<file path="src/rtl/inst_fetch_queue_pkg.sv">
// Shared types and constants for the instruction fetch queue: packet layout,
// NOP encoding and the empty-queue head value.
package inst_fetch_queue_pkg;

    localparam int PC_W        = 32;
    localparam int INST_W      = 32;
    localparam int TAKEN_W     = 2;
    localparam int EXCP_W      = 7;
    localparam int EXCP_FLAG_W = 2;

    // andi r0, r0, 0
    localparam logic [INST_W-1:0] INST_NOP = 32'h0340_0000;

    typedef struct packed {
        logic [PC_W-1:0]        pc;
        logic [PC_W-1:0]        pc_next;
        logic [PC_W-1:0]        badv;
        logic [TAKEN_W-1:0]     pc_taken;
        logic [INST_W-1:0]      inst0;
        logic [INST_W-1:0]      inst1;
        logic [EXCP_W-1:0]      exception;
        logic [EXCP_FLAG_W-1:0] excp_flag;
    } fetch_pkt_t;

    localparam int FETCH_PKT_W = $bits(fetch_pkt_t);

    // Head value presented to decode while the queue is empty.
    localparam fetch_pkt_t EMPTY_PKT = '{inst0: INST_NOP, inst1: INST_NOP, default: '0};

endpackage

</file>
<file path="src/rtl/inst_fetch_queue_ram.sv">
// Packet storage: DEPTH x FETCH_PKT_W, synchronous write, combinational read.
module fetch_queue_ram
    import inst_fetch_queue_pkg::*;
#(
    parameter int DEPTH     = 8,
    parameter int LOG_DEPTH = 3
) (
    input  logic                   clk,
    input  logic                   we,
    input  logic [LOG_DEPTH-1:0]   waddr,
    input  logic [FETCH_PKT_W-1:0] wdata,
    input  logic [LOG_DEPTH-1:0]   raddr,
    output logic [FETCH_PKT_W-1:0] rdata
);

    logic [FETCH_PKT_W-1:0] mem [DEPTH];

    // NOTE: storage is deliberately not reset; validity is tracked by the
    // pointers and count, so stale entries are never presented.
    always_ff @(posedge clk) begin
        if (we) begin
            mem[waddr] <= wdata;
        end
    end

    assign rdata = mem[raddr];

endmodule

</file>
<file path="src/rtl/inst_fetch_queue.sv">
// Packet-level instruction queue between IF1 and decode: circular buffer with
// registered pointers/count, no full or empty bypass, empty-forced head fields.
module inst_fetch_queue
    import inst_fetch_queue_pkg::*;
#(
    parameter int DEPTH     = 8,
    parameter int LOG_DEPTH = 3
) (
    input  logic                     clk,
    input  logic                     rstn,
    input  logic                     flush,
    input  logic                     in_valid,
    output logic                     in_ready,
    input  logic [PC_W-1:0]          in_pc,
    input  logic [PC_W-1:0]          in_pc_next,
    input  logic [PC_W-1:0]          in_badv,
    input  logic [TAKEN_W-1:0]       in_pc_taken,
    input  logic [INST_W-1:0]        in_inst0,
    input  logic [INST_W-1:0]        in_inst1,
    input  logic [EXCP_W-1:0]        in_exception,
    input  logic [EXCP_FLAG_W-1:0]   in_excp_flag,
    output logic                     out_valid,
    input  logic                     out_ready,
    output logic [PC_W-1:0]          out_pc,
    output logic [PC_W-1:0]          out_pc_next,
    output logic [PC_W-1:0]          out_badv,
    output logic [TAKEN_W-1:0]       out_pc_taken,
    output logic [INST_W-1:0]        out_inst0,
    output logic [INST_W-1:0]        out_inst1,
    output logic [EXCP_W-1:0]        out_exception,
    output logic [EXCP_FLAG_W-1:0]   out_excp_flag,
    output logic                     space_ok,
    output logic                     nearly_full,
    output logic [LOG_DEPTH:0]       count
);

    localparam logic [LOG_DEPTH:0] DEPTH_CNT = (LOG_DEPTH+1)'(DEPTH);

    logic [LOG_DEPTH-1:0] rd_ptr, wr_ptr;
    logic [LOG_DEPTH:0]   free_cnt;
    logic                 push, pop;
    fetch_pkt_t           in_pkt, ram_pkt, head;

    assign in_pkt = '{pc: in_pc, pc_next: in_pc_next, badv: in_badv,
                      pc_taken: in_pc_taken, inst0: in_inst0, inst1: in_inst1,
                      exception: in_exception, excp_flag: in_excp_flag};

    // Handshakes depend on registered count only, keeping in_valid/out_ready
    // off the in_ready/out_valid paths.
    assign in_ready  = (count != DEPTH_CNT);
    assign out_valid = (count != '0);
    assign push      = in_valid && in_ready;
    assign pop       = out_valid && out_ready;

    assign free_cnt    = DEPTH_CNT - count;
    assign space_ok    = (free_cnt >= (LOG_DEPTH+1)'(2));
    assign nearly_full = (free_cnt == (LOG_DEPTH+1)'(1));

    fetch_queue_ram #(
        .DEPTH     (DEPTH),
        .LOG_DEPTH (LOG_DEPTH)
    ) u_ram (
        .clk   (clk),
        .we    (push && !flush),
        .waddr (wr_ptr),
        .wdata (in_pkt),
        .raddr (rd_ptr),
        .rdata (ram_pkt)
    );

    // NOTE: sequential state uses non-blocking assignments so every register
    // samples pre-edge values regardless of statement order.
    always_ff @(posedge clk or negedge rstn) begin
        if (!rstn) begin
            rd_ptr <= '0;
            wr_ptr <= '0;
            count  <= '0;
        end else if (flush) begin
            rd_ptr <= '0;
            wr_ptr <= '0;
            count  <= '0;
        end else begin
            if (push) wr_ptr <= wr_ptr + 1'b1;
            if (pop)  rd_ptr <= rd_ptr + 1'b1;
            case ({push, pop})
                2'b10:   count <= count + 1'b1;
                2'b01:   count <= count - 1'b1;
                default: count <= count;
            endcase
        end
    end

    assign head = out_valid ? ram_pkt : EMPTY_PKT;

    assign out_pc        = head.pc;
    assign out_pc_next   = head.pc_next;
    assign out_badv      = head.badv;
    assign out_pc_taken  = head.pc_taken;
    assign out_inst0     = head.inst0;
    assign out_inst1     = head.inst1;
    assign out_exception = head.exception;
    assign out_excp_flag = head.excp_flag;

endmodule
</file>
<file path="config.mk">
export PLATFORM = sky130hd
export DESIGN_NAME = inst_fetch_queue
export DESIGN_NICKNAME = d
export VERILOG_FILES = /design/src/rtl/inst_fetch_queue_pkg.sv /design/src/rtl/inst_fetch_queue_ram.sv /design/src/rtl/inst_fetch_queue.sv
export SDC_FILE = /design/constraint.sdc
export NUM_CORES = 1
export LEC_CHECK = 0
export ABC_AREA = 1
export CAP_MARGIN = 20
export CELL_PAD_IN_SITES_DETAIL_PLACEMENT = 1
export CELL_PAD_IN_SITES_GLOBAL_PLACEMENT = 2
export CORE_AREA = 2 2 383 385
export CTS_BUF_LIST = sky130_fd_sc_hd__clkbuf_2 sky130_fd_sc_hd__clkbuf_4 sky130_fd_sc_hd__clkbuf_8
export CTS_CLUSTER_DIAMETER = 50
export DETAILED_ROUTE_END_ITERATION = 6
export DIE_AREA = 0 0 385 387
export GPL_TIMING_DRIVEN = 0
export PLACE_DENSITY_LB_ADDON = 0.05
export SYNTH_ARGS = -nofsm -noshare
export SYNTH_HDL_FRONTEND = slang
export SYNTH_HIERARCHICAL = 1
export SYNTH_SLANG_ARGS = --single-unit
</file>
<file path="constraint.sdc">
create_clock -name clk -period 24.1 [get_ports clk]
set_input_delay 4.82 -clock clk [delete_from_list [all_inputs] [get_ports clk]]
set_output_delay 4.82 -clock clk [all_outputs]
set_load 0.005 [all_outputs]
</file>
# --- Word level (Yosys, flattened, before mapping) ---
# Memory sizes are Yosys's and may differ from the RTL's.
# Cells that the tools add are included.
classes:
  add_sub_neg: 5
  magnitude_cmp: 1
  n_eq_ne: 4
  n_mux: 9
  n_reduce_logical: 8
ops:
  columns: ["operator", "n"]
  rows:
  - ["$mux 171", 1]
  - ["$mux 3", 4]
  - ["$pmux 4 s2", 1]
  - ["$add 3x1->3 const B", 2]
  - ["$add 4x1->4 const B", 1]
  - ["$eq 4x1->1 const B", 1]
  - ["$ge 4x2->1 const B", 1]
  - ["$mux 4", 1]
  - ["$ne 4x4->1 const B", 1]
  - ["$reduce_bool 2->1", 2]
  - ["$reduce_bool 4->1", 1]
  - ["$sub 4x1->4 const B", 1]
  - ["$sub 4x4->4 const A", 1]
  - ["$logic_and 1x1->1", 3]
  - ["$reduce_bool 3->1", 1]
  - ["$eq 2x1->1 const B", 1]
  - ["$eq 2x2->1 const B", 1]
  - ["$mux 1", 2]
  - ["$logic_not 1->1", 1]
totals:
  ff_bits: 10
  ram_bits: 1368
  inputBits: 176
  output_inout_bits: 179
  word_cells: 31
  memories: 1
memory_table:
  columns: ["name", "words", "word_bits", "read_ports", "rd_clocked_by_memory_dff", "write_ports", "line", "text"]
  rows:
  - ["u_ram.mem", 8, 171, 1, 0, 1, "inst_fetch_queue_ram.sv:16", "logic [FETCH_PKT_W-1:0] mem [DEPTH];"]

# --- Logic depth before layout (Yosys ltp) ---
# Gate-level depths: netlist of run 1.
logic_depth:
  ltp_word: 5
  depth_mapped: 13

# --- Modules after synthesis ---
# The synthesis of run 1 kept the hierarchy.
modules_own_cells:
  columns: ["mod", "n_inst", "cells_per_inst", "area_each_um2", "seq_area_each_um2"]
  rows:
  - ["fetch_queue_ram", 1, 5926, 59726.0, 41079.4]
  - ["inst_fetch_queue", 1, 448, 2075.7, 250.2]

# --- Worst setup path after synthesis of run 1 ---
# OpenSTA, ideal clock, no wires.
synth_path:
  kind: "input-to-reg"
  startpoint: "in in_valid"
  endpoint: "mem u_ram/mem[1][0] (netlist bit) (enable)"
  t_arrival_ps: 12309
  t_required_ps: 23394
  path_slack_ps: 11085
  cell_stages: 4
  n_path_buf: 0
  cell_sequence: "nand2_4 -> nor2_1 -> nand2_1 -> nor2_1"
synth_between:
  elab_chain_len: 4
synth_rtl:
  columns: ["item", "line", "text"]
  rows:
  - ["start, declared", "inst_fetch_queue.sv:12", "input logic in_valid,"]
  - ["$logic_and 1x1->1", "inst_fetch_queue.sv:52", "assign push = in_valid && in_ready;"]
  - ["$logic_and 1x1->1", "inst_fetch_queue.sv:64", ".we (push && !flush),"]
  - ["$mux 1", "inst_fetch_queue_ram.sv:21", "if (we) begin"]
  - ["$mux 1 (implied by the code)", "inst_fetch_queue_ram.sv:22", "mem[waddr] <= wdata;"]
  - ["end, declared", "inst_fetch_queue_ram.sv:16", null]
# No other way between the ends.

# --- Worst setup path in the final report of run 1 ---
layout_path:
  startpoint: "reg count[0]"
  endpoint: "out out_badv[17]"
layout_between:
  elab_chain_len: 2
layout_rtl:
  columns: ["item", "line", "text"]
  rows:
  - ["start, declared", "inst_fetch_queue.sv:34", "output logic [LOG_DEPTH:0] count"]
  - ["start signal, assigned", "inst_fetch_queue.sv:86", "2'b10: count <= count + 1'b1;"]
  - ["start signal, assigned", "inst_fetch_queue.sv:87", "2'b01: count <= count - 1'b1;"]
  - ["start signal, assigned", "inst_fetch_queue.sv:88", "default: count <= count;"]
  - ["$reduce_bool 4->1", "inst_fetch_queue.sv:51", "assign out_valid = (count != '0);"]
  - ["$mux 171", "inst_fetch_queue.sv:93", "assign head = out_valid ? ram_pkt : EMPTY_PKT;"]
  - ["end, declared", "inst_fetch_queue.sv:26", "output logic [PC_W-1:0] out_badv,"]
# No other way between the ends.

==> summary.txt, run 1 <==
Critical path
  • Crit Path Category: flip-flop to primary output
  • Reg2reg start: count[0]
  • Worst reg2reg path depth: 11
  • CP Max Fanout: 10
  • Startpoint Class: flip-flop
  • RR Endpoint: u_ram/mem[1][122]
  • Reg2Reg Setup Slack: 20.32 ns
  • Crit end category: primary output
  • Critical Path RT: 19.28 ns
  • Crit path DAT: 4.50 ns

STA
  • Worst-Margin Slew: 0.9468 ns
  • # setup viols final: 0
  • Hold Vio Cnt, Final: 0
  • Max-slew violations: 0
  • Slew HR: 0.3673
  • Minimum clock period: 9.321 ns
  • Final period util: 0.3867
  • Achievable clock frequency: 107.3 MHz
  • Clock skew: 0.03093 ns
  • RSZ-0062 raised after global routing: no
  • Setup TNS: 0 ns

Finish
  • Area delta synth->final: 19.00%
  • Most frequent cells in the layout: 2,246 x nand2_1, 1,549 x inv_1, 1,368 x edfxtp_1
  • Fillers: 16,284
  • Most common cell after layout, fill and taps aside: nand2_1
  • Final #Nets: 7,210
  • Share of cells above drive strength 1: 0.09260

CTS
  • CTS buffer count: 235
  • CTS tree: done
  • Post-CTS setup buffer count: 0
  • Clock buffer depth: 3
  • CTS root buf: clkbuf_8
  • CTS Sinks: 1,378
  • CTS Hold Bufs: 0
  • Clk Latency, worst-skew pair: 0.92 ns
  • Post-CTS sizing: 0
  • H-Tree Depth: 4
  • Clock-pin slew on the worst setup and hold paths: 0.06 ns

Synthesis
  • YS warnings: 6
  • Sequential area share after synthesis: 0.6687
  • Synthesized instance count: 6,374
  • Avg Cell Area, Syn: 9.696 um^2
  • Syn nets: 6,556
  • Area contributors post-synth: edfxtp_1 66%, nand2_1 14%, inv_1 9.4%
  • #FFs+latches synth: 1,378
  • Share of the synthesized area in the top cell type: 0.6647
  • Yosys cell types: 30
  • Area leader, netlist: edfxtp_1
  • Cell Area, Synth: 0.06180 mm^2

Detailed routing
  • Post-route ant nets: 0
  • Drt wl/cell: 20.49 um
  • Final wirelength: 187,400 um
  • DRC errors left: 0
  • Vias: 43,799
  • First-pass iteration count of the detailed router: 5
  • Initial DRC count: 2,314
  • Vias per cell: 4.789

Die
  • Starting density of the core: 0.4266
  • Total die area: 0.1490 mm^2
  • Chip height: 387 um
  • Core area: 0.1449 mm^2
  • Die width: 385 um
  • Rows: 140
  • Num ports: 355

Power
  • Clock power share: 0.288
  • Comb power frac: 0.306
  • Overall power: 6.892 mW
  • Lkg Pwr: 33.72 nW
  • Power Density: 93.71 mW/mm^2
  • NetSw: 2.270 mW
  • Switch share: 0.3294
  • Share of power burned in registers: 0.405
  • Worst vdd ir: 0.00009960 V
  • Internal: 4.622 mW

Outcome
  • Status: finished, final reports clean

GRT
  • Initial antenna violation count: 43
  • Total grt overflow: 0
  • Vias in the first global route: 46,549
  • First-pass GRT wire length: 280,700 um
  • Pin count of the biggest net entering global routing: 27
  • Total track usage: 0.2522

Hold path
  • Worst Hold Class: flip-flop to flip-flop
  • Hold depth: 1
  • Hold Path Origin: rd_ptr[2]
  • Worst Hold Endpoint: rd_ptr[2]

Run
  • Max Cap Violations: 0

Placement
  • Count of input and output buffers: 354
  • Detail Placement HPWL: 124,500 um
  • GPL Wtd Cong: 0.7560
==> final cells by class <==
class | count | area [um^2] | area share
sequential | 1378 | 41330 | 0.5620
multi-input combinational | 3159 | 12940 | 0.1760
inverter | 1556 | 5848 | 0.07952
timing repair buffer | 417 | 4887 | 0.06645
clock buffer | 319 | 3902 | 0.05306
tap | 1917 | 2399 | 0.03261
buffer | 281 | 1742 | 0.02368
clock inverter | 104 | 459.2 | 0.006244
antenna | 14 | 35.03 | 0.0004764
==> cell usage after synthesis <==
cell	number
inv_2	5
buf_2	156
edfxtp_1	1368
nand3_1	691
clkbuf_1	20
nor2_2	2
nor2_1	179
nand2_4	2
nor2_4	1
nor3_1	1
xor2_1	3
nand3_2	1
ha_1	6
o22ai_1	1
buf_6	53
nand2_1	2246
a21oi_2	1
o21ai_0	5
or2_2	7
dfrtp_1	10
a21oi_1	4
nand2_2	5
inv_6	1
o21ai_1	2
or3_1	1
buf_4	25
buf_1	27
inv_1	1549
inv_4	1
o21a_1	1
==> worst max path at each step <==
stage / endpoint / slack, ns / cells after the start / from
after global routing: out_badv[15] / 14.56 / 8 / count[0]
after CTS: out_badv[15] / 14.59 / 8 / count[0]
final: out_badv[17] / 14.78 / 8 / count[0]
after detailed placement: out_badv[15] / 15.65 / 8 / count[0]
after global placement: u_ram/mem[4][112] / 2.35 / 5 / in_valid
after floorplan: u_ram/mem[1][0] / 11.09 / 4 / in_valid
==> layer usage <==
layer,share of wire,up-vias,GRT usage
met2,0.50,888,0.4372
met1,0.43,21594,0.3205
met4,0.025,34,0.07670
met5,0.0011,-,0
li1,-,20954,-
met3,0.047,329,0.04410
==> through the flow <==
stage	hold slack, ns	utilization	instances	worst slack (ns)	cell area, um^2
floorplan	0.4274	-	6374	11.09	61800
global placement	0.4454	0.4676	8645	2.350	67740
detailed placement	0.4535	0.4773	8708	15.65	69150
CTS	0.4686	0.5074	9131	14.59	73510
global route	0.4891	0.5075	9137	14.56	73520
finish	0.4701	0.5077	9145	14.78	73540
==> worst max-delay path: stages, from the launching register on <==
cell and delay (ns):
dfrtp_1 0.48, inv_1 0.15, ha_1 0.29, nand2_2 0.13, inv_2 0.55, buf_2 0.84, buf_2 0.42, nor2_1 0.20
clkdlybuf4s50_1 0.50
==> sequential cells by signal, indices dropped and copies added, names as in the netlist <==
name       count
rd_ptr         3
wr_ptr         3
u_ram/mem   1368
count          4
==> power by group through the flow <==
stage / clock network [mW] / logic, mW / registers, mW
6_report: 1.99 / 2.11 / 2.79
5_1_grt: 2.14 / 2.33 / 2.80
4_1_cts: 2.04 / 2.15 / 2.79
3_5_place_dp: 0 / 2.14 / 2.84
3_3_place_gp: 0 / 2.07 / 2.91
2_1_floorplan: 0 / 1.01 / 2.87
==> logic make-up after synthesis <==
group / count (synthesis) / synth area share
adder cells (fa/ha/maj): 6 / 0.001215
flip-flops: 1378 / 0.6687
AO/OA/AOI/OAI: 14 / 0.001255
AND/OR/NAND/NOR: 3136 / 0.2056
buffers and inverters: 1837 / 0.1228
XOR/XNOR: 3 / 0.0004252
Power figures use the tool's default switching activity.
==> inputs of run 2 (changes only) <==
CORE_AREA = 2 2 418 420   (was 2 2 383 385)
DIE_AREA = 0 0 420 422   (was 0 0 385 387)
clock period = 7.9 ns   (was 24.1 ns; I/O delays follow)
==> summary.txt, run 2 (synthesized netlist as in run 1, its figures left out) <==
CTS
  • CTS root buf: clkbuf_8
  • CTS Hold Bufs: 0
  • CTS buffer count: 275
  • Clk Latency, worst-skew pair: 1.01 ns
  • CTS tree: done
  • CTS Sinks: 1,378
  • Post-CTS sizing: 0
  • H-Tree Depth: 5
  • Clock-pin slew on the worst setup and hold paths: 0.05 ns
  • Post-CTS setup buffer count: 0
  • Clock buffer depth: 4

Critical path
  • Reg2Reg Setup Slack: 4.24 ns
  • Startpoint Class: flip-flop
  • Reg2reg start: count[0]
  • CP Max Fanout: 13
  • Crit end category: primary output
  • Worst reg2reg path depth: 11
  • Crit Path Category: flip-flop to primary output
  • Crit path DAT: 4.66 ns
  • RR Endpoint: u_ram/mem[0][146]
  • Critical Path RT: 6.32 ns

Detailed routing
  • DRC errors left: 0
  • Post-route ant nets: 0
  • Vias per cell: 4.518
  • First-pass iteration count of the detailed router: 5
  • Final wirelength: 196,100 um
  • Initial DRC count: 2,246
  • Vias: 43,351
  • Drt wl/cell: 20.43 um

GRT
  • Initial antenna violation count: 41
  • Total grt overflow: 0
  • First-pass GRT wire length: 288,900 um
  • Pin count of the biggest net entering global routing: 27
  • Total track usage: 0.2222
  • Vias in the first global route: 45,548

Power
  • Clock power share: 0.313
  • Comb power frac: 0.298
  • Worst vdd ir: 0.0001925 V
  • Switch share: 0.3274
  • Power Density: 293.1 mW/mm^2
  • Lkg Pwr: 34.14 nW
  • Internal: 14.75 mW
  • NetSw: 7.178 mW
  • Share of power burned in registers: 0.388

Finish
  • Final #Nets: 7,254
  • Max reg flops: 1,368
  • Most frequent cells in the layout: 2,246 x nand2_1, 1,549 x inv_1, 1,368 x edfxtp_1
  • Largest register by flop count: u_ram/mem
  • Final Core Density: 0.4328
  • Area delta synth->final: 21.06%
  • Share of cells above drive strength 1: 0.1003
  • Largest registers: u_ram/mem: 1368 flops, count: 4 flops
  • Most common cell after layout, fill and taps aside: nand2_1
  • Fillers: 19,509

Hold path
  • Worst Hold Class: flip-flop to flip-flop
  • Hold depth: 1
  • Hold Path Origin: rd_ptr[2]
  • Worst Hold Endpoint: rd_ptr[2]

STA
  • Minimum clock period: 6.240 ns
  • Final period util: 0.7899
  • Max-slew violations: 0
  • Achievable clock frequency: 160.3 MHz
  • Hold Vio Cnt, Final: 0
  • WHS: 0.4687 ns
  • Slew HR: 0.3247
  • # setup viols final: 0
  • Worst-Margin Slew: 1.013 ns
  • RSZ-0062 raised after global routing: no
  • Clock skew: 0.03324 ns

Die
  • Total die area: 0.1772 mm^2
  • Core area: 0.1729 mm^2
  • Rows: 153
  • Num ports: 355
  • Chip height: 422 um
  • Die width: 420 um
  • Starting density of the core: 0.3575

Placement
  • Count of input and output buffers: 354
  • GPL Wtd Cong: 0.7385
  • Detail Placement HPWL: 129,400 um

Run
  • Max Cap Violations: 0

Outcome
  • Status: finished, final reports clean
==> run 2: cell count changes in the layout (fill, tap and decap cells not counted), moves of 2 or more <==
cell,previous run,this run
buf_16,11,13
clkinv_2,10,18
bufinv_16,1,4
buf_12,52,54
clkinv_1,86,68
clkinvlp_4,6,2
clkbuf_4,78,84
clkbuf_8,241,284
==> run 2: final cells by class <==
| type | instances | area (um^2) | share of cell area |
|---|---|---|---|
| antenna | 14 | 35.03 | 0.0004683 |
| buffer | 281 | 1742 | 0.02328 |
| clock buffer | 368 | 4539 | 0.06067 |
| clock inverter | 93 | 489.2 | 0.006539 |
| inverter | 1556 | 5848 | 0.07817 |
| multi-input combinational | 3159 | 12940 | 0.1730 |
| sequential | 1378 | 41330 | 0.5524 |
| tap | 2325 | 2909 | 0.03888 |
| timing repair buffer | 421 | 4982 | 0.06659 |
==> run 2: through the flow <==
step / power (mW) / instance area [um^2] / setup TNS, ns / std cells / setup WS, ns
floorplan: 11.83 / 61800 / -2552.75 / 6374 / -1.875
global placement: 15.42 / 68250 / - / 9053 / -11.53
detailed placement: 15.39 / 69750 / 0 / 9120 / 2.524
CTS: 22.37 / 74780 / 0 / 9581 / 1.397
global route: 23.21 / 74790 / 0 / 9585 / 1.406
finish: 21.93 / 74820 / 0 / 9595 / 1.660
==> run 2: worst max-delay path by stage <==
| stage | from | end | slack, ns | cells past startpoint |
|---|---|---|---|---|
| floorplan | in_valid | u_ram/mem[1][0] | -1.87 | 4 |
| global placement | flush | u_ram/mem[1][143] | -11.53 | 4 |
| detailed placement | count[0] | out_badv[15] | 2.52 | 8 |
| CTS | count[0] | out_badv[15] | 1.40 | 8 |
| global route | count[0] | out_badv[15] | 1.41 | 8 |
| finish | count[0] | out_badv[20] | 1.66 | 8 |
==> run 2: metal layers <==
layer / global-route usage / part of all wire / vias up
li1: - / - / 21037
met1: 0.2741 / 0.42 / 21025
met2: 0.3864 / 0.50 / 855
met3: 0.03566 / 0.042 / 420
met4: 0.08801 / 0.036 / 14
met5: 0 / 0.00039 / -
==> run 2: worst max-delay path, stage by stage (launching register included) <==
cell and delay [ns]:
dfrtp_1 0.49, inv_1 0.16, ha_1 0.29, nand2_2 0.15, inv_2 0.50, buf_2 0.89, buf_2 0.42, nor2_1 0.21
clkdlybuf4s50_1 0.49
==> run 2: power by group through the flow <==
stage               sequential (mW)  combinational [mW]  clock (mW)
global placement               8.90                6.52           0
finish                         8.52                6.55        6.86
CTS                            8.52                6.75        7.10
detailed placement             8.67                6.72           0
global route                   8.54                7.27        7.40
floorplan                      8.75                3.08           0
